--- src/rtl/matvec_mul.sv ---
// Fully-connected layer stage: y = W*x over synchronous input/weight memories,
// one MAC every two cycles, saturated 32-bit results written by row index.
module matvec_mul #(
  parameter int FRAC_BITS = 0,
  parameter int ACC_W     = 74
) (
  input  logic        clk,
  input  logic        rst_n,
  input  logic        start,
  input  logic [9:0]  m,
  input  logic [9:0]  n,
  output logic [15:0] input_addr,
  input  logic [31:0] input_data,
  output logic [15:0] weight_addr,
  input  logic [31:0] weight_data,
  output logic [15:0] output_addr,
  output logic [31:0] output_data,
  output logic        write_enable,
  output logic        done
);

  // state  | meaning
  // IDLE   | waiting for start, outputs held
  // WAIT   | one cycle of memory read latency
  // MAC    | accumulate input_data*weight_data, advance column
  // STORE  | write saturated row result, advance row
  // FINISH | raise done, return to IDLE
  typedef enum logic [2:0] {IDLE, WAIT, MAC, STORE, FINISH} state_t;

  state_t                   state;
  logic [9:0]               m_l, n_l;
  logic [9:0]               row, col;
  logic signed [ACC_W-1:0]  acc;

  logic signed [63:0]       prod;
  logic signed [ACC_W-1:0]  acc_sum;
  logic signed [ACC_W-1:0]  shifted;
  logic [ACC_W-32:0]        upper;
  logic [31:0]              sat;

  always_comb begin
    prod    = $signed({{32{input_data[31]}}, input_data}) *
              $signed({{32{weight_data[31]}}, weight_data});
    acc_sum = acc + $signed({{(ACC_W-64){prod[63]}}, prod});
    shifted = acc >>> FRAC_BITS;
    upper   = shifted[ACC_W-1:31];
    // In range only when every bit above bit 30 matches the sign
    if (upper == '0 || upper == '1)
      sat = shifted[31:0];
    else if (shifted[ACC_W-1])
      sat = 32'h8000_0000;
    else
      sat = 32'h7FFF_FFFF;
  end

  always_ff @(posedge clk or negedge rst_n) begin
    if (!rst_n) begin
      state        <= IDLE;
      m_l          <= '0;
      n_l          <= '0;
      row          <= '0;
      col          <= '0;
      acc          <= '0;
      input_addr   <= '0;
      weight_addr  <= '0;
      output_addr  <= '0;
      output_data  <= '0;
      write_enable <= 1'b0;
      done         <= 1'b0;
    end else begin
      write_enable <= 1'b0;
      case (state)
        IDLE: begin
          if (start) begin
            m_l         <= m;
            n_l         <= n;
            row         <= '0;
            col         <= '0;
            acc         <= '0;
            input_addr  <= '0;
            weight_addr <= '0;
            done        <= 1'b0;
            state       <= (m == 10'd0 || n == 10'd0) ? FINISH : WAIT;
          end
        end
        WAIT: state <= MAC;
        MAC: begin
          acc <= acc_sum;
          if (col == n_l - 10'd1) begin
            state <= STORE;
          end else begin
            col         <= col + 10'd1;
            input_addr  <= input_addr + 16'd1;
            weight_addr <= weight_addr + 16'd1;
            state       <= WAIT;
          end
        end
        STORE: begin
          output_addr  <= {6'd0, row};
          output_data  <= sat;
          write_enable <= 1'b1;
          acc          <= '0;
          if (row == m_l - 10'd1) begin
            state <= FINISH;
          end else begin
            row         <= row + 10'd1;
            col         <= '0;
            input_addr  <= '0;
            weight_addr <= weight_addr + 16'd1;
            state       <= WAIT;
          end
        end
        FINISH: begin
          done  <= 1'b1;
          state <= IDLE;
        end
        default: state <= IDLE;
      endcase
    end
  end

endmodule

--- config.mk ---
export PLATFORM = sky130hd
export DESIGN_NAME = matvec_mul
export DESIGN_NICKNAME = d
export VERILOG_FILES = /design/src/rtl/matvec_mul.sv
export SDC_FILE = /design/constraint.sdc
export NUM_CORES = 2
export LEC_CHECK = 0
export CORE_MARGIN = 4
export CORE_UTILIZATION = 59
export DETAILED_ROUTE_END_ITERATION = 8
export GPL_TIMING_DRIVEN = 0
export PLACE_DENSITY = 0.77
export SYNTH_ARGS = -nofsm -noshare
export SYNTH_HDL_FRONTEND = slang
export SYNTH_SLANG_ARGS = --single-unit
--- constraint.sdc ---
create_clock -name clk -period 10.2 [get_ports clk]
set_input_delay 2.04 -clock clk [delete_from_list [all_inputs] [get_ports clk]]
set_output_delay 2.04 -clock clk [all_outputs]
set_load 0.01 [all_outputs]
==> results.md <==
* Initial Utilization at 59.4%
* CTS Buf Count at 17
* Root buffer cell: clkbuf_16
* Die ar. at 92000 µm²
* Endpoint type of the worst setup path: register
* Clock skew at 22.5 ps
* Crit-path slowest cell: clkbuf_1
* Worst-Margin Slew at 1110 ps
* Area of the multi-input gates at 40700 µm²
* Post-synth EDFFs at 0
* First-pass GRT wire length at 254 mm
* Core Box Area at 86600 µm²
* Most common cell after layout, fill and taps aside: inv_1
* Worst Hold Class: register to register
* Worst path cell trace: clkdlybuf4s15_2, clkbuf_1, nor2b_1, fa_1, fa_1, fa_1, fa_1, fa_1, fa_1, fa_1, inv_1, fa_1, inv_1, ha_1, nand4_1, or4_4, or4_1, a21oi_4, o31ai_2, a21oi_2, a31oi_2, xnor2_1, o21ai_0
* WL final at 162 mm
* CTS tree: done
* Clk slew on worst S/H paths at 90 ps
* Worst relative slew slack at 25.6%
* DP HPWL at 140 mm
* Clock Tree Buf Depth at 2
* # DRC at 0
* GRT Overall Usage at 37.1%
* Site Rows at 108
* Fill cells at 7081
* FF/Latch Area at 4830 µm²
* Max incr delay on CP at 620 ps
* Number of max-cap violations at 0
* Vias in the first global route at 41900
* Fin crit share at 99.6%
* Status: finished clean
* Setup violations, final at 0
* Avg Inst Size Synth at 9.23 µm²
* Layout cells sized above 1 at 5.40%
* Clock latency on the worst-skew pair at 470 ps
* Synth unique cells at 67
* Sequential-to-total area share from yosys stat at 9.39%
* ANT nets after route at 0
* CP startpoint kind: input port
* Post-CTS Hold Fix Bufs at 0
* Placer Congestion at 1.04
* Via count at 39500
* Antenna violations before repair at 9
* Cells after synthesis at 5572
* TNS Setup at 0 ps
* Cells after DPL at 6900
* H-tree levels at 4
* Yosys warns at 0
* RSZ-0062 raised after global routing: yes
* Commonest non-fill, non-tap cells in the layout: 1342 x inv_1, 1290 x fa_1, 1027 x nand2_1
* Max FO, Critical Path at 10
* Final non-filler cell total at 6938
* Largest net degree at the start of global routing at 105
* #FFs+latches synth at 193
* Die Width at 303 µm
* Die Ht at 303 µm
* Fmax at 0.0985 GHz
* DR iter-0 viols at 3532
* I/O pins at 169
* Drt wl/cell at 23.4 µm
* GRT overflow at 0
* Worst path most repeated cell: fa_1
* Final Slew Violations at 0
* Synthesized area at 51500 µm²
* Ys flop type: dfrtp_1
* Crit Path Class: input port to register
* Synth-to-Final Area Change at 9.19%
* Critical path arrival at 10470 ps
* Worst path required time at 10510 ps
* Fin crit period at 10150 ps
* Post-synth ARST share at 100%
* Vias/cell at 5.69
* IO buf count at 162
* Final Hold Vio Count at 0
* Clk sinks at 193
* Pre-antenna DRT Iters at 5
* Nets at 7398
==> through the flow <==
step | hold slack (ps) | utilization, % | instance area (µm²) | setup slack (ps)
after global placement | 452 | 63.0 | 54600 | -3170
after floorplan | 449 | - | 51500 | 54.4
final | 474 | 64.9 | 56200 | 45.4
after detailed placement | 456 | 63.1 | 54700 | -2850
after global routing | 490 | 64.9 | 56200 | -58.6
after CTS | 474 | 64.4 | 55800 | -56.4
==> registers in the layout, indices dropped and copies added (netlist names) <==
name          cells
write_enable      1
output_addr      10
done              1
output_data      32
acc              74
state             3
col              10
n_l              10
m_l              10
row              10
input_addr       16
weight_addr      16
==> Yosys cell counts (6+ instances only) <==
cell,n,area [µm²]
and3_1,24,150
o21a_1,9,67.6
o211ai_1,6,45.0
xor2_1,55,482
clkbuf_1,254,953
inv_1,1347,5060
dfrtp_1,193,4830
mux2_2,7,78.8
nand3_1,41,205
buf_4,7,52.6
a31oi_1,21,131
and2_1,302,1890
buf_1,8,30.0
a21oi_1,125,626
buf_2,8,40.0
nor4_1,17,106
or4_1,10,75.1
o41ai_1,8,70.1
nor3b_1,6,45.0
a22o_1,12,105
a21o_1,46,345
nand4_1,39,244
ha_1,245,3070
fa_1,1300,26000
mux2i_1,6,60.1
nand2_1,1029,3860
o21bai_1,13,97.6
xnor2_1,61,534
nor2b_1,40,250
nor2_1,74,278
nand2b_1,10,62.6
a21boi_0,7,52.6
o21ai_0,142,711
o31ai_1,17,128
nor3_1,13,65.1
==> worst max-delay path: cells and delay by family <==
family / cells / cell delay [ps]
adders and majority gates: 9 / 4520
buffers and inverters: 4 / 1250
and+or+nand+nor: 4 / 1540
AOI/OAI and AO/OA: 5 / 930
xor gates and xnor gates: 1 / 160
==> layout make-up <==
type | count | area share [%]
Timing Repair inverter | 1 | 0.0134
Clock buffer | 17 | 0.757
Sequential cell | 193 | 8.60
Timing Repair Buffer | 183 | 3.37
Clock inverter | 15 | 0.354
Multi-Input combinational cell | 3757 | 72.5
Antenna cell | 4 | 0.0178
Inverter | 1347 | 9.04
Buffer | 266 | 2.82
Tap cell | 1155 | 2.57
==> final timing paths <==
path / start / to / slack [ps] / cells past startpoint
worst max register to register: acc[19]$_DFFE_PN0P_ / acc[70]$_DFFE_PN0P_ / 2300 / 24
min in group asynchronous: rst_n / m_l[3]$_DFFE_PN0P_ / 1560 / 1
worst min-delay path: output_data[13]$_DFFE_PN0P_ / output_data[13]$_DFFE_PN0P_ / 470 / 2
worst max-delay path: weight_data[31] / acc[72]$_DFFE_PN0P_ / 50 / 23
worst min register to register: output_data[13]$_DFFE_PN0P_ / output_data[13]$_DFFE_PN0P_ / 470 / 2
max in group asynchronous: rst_n / acc[59]$_DFFE_PN0P_ / 7630 / 2
==> cell families (layout without fill, tap and decap cells) <==
group                    count (synthesis)  count (layout)  share of synthesized area [%]
AND/OR/NAND/NOR                       1618            1619                           14.3
buffers and inverters                 1628            1829                           12.0
flip-flops                             193             193                           9.39
multiplexers                            13              13                          0.270
AO/OA/AOI/OAI                          458             458                           5.52
adder cells (fa/ha/maj)               1545            1545                           56.5
other                                    1              10                        0.00729
XOR/XNOR                               116             116                           1.97
==> metal layers <==
layer	part of all wire, %	track usage [%]	vias to the layer above
li1	-	-	16700
met4	5.5	15.4	4
met1	38	50.2	20200
met2	45	56.4	2163
met3	12	11.5	446
met5	0.018	0	-
==> what timing repair did <==
item	in CTS	in global routing
buffers inserted	4	11
gates cloned	2	0
gates resized for setup	246	257
pin swaps	6	9
setup endpoints to repair	40	26
Power is left out: the tool's default activity adds up to more than one toggle a clock period on the data nets, which glitch-free logic cannot reach.
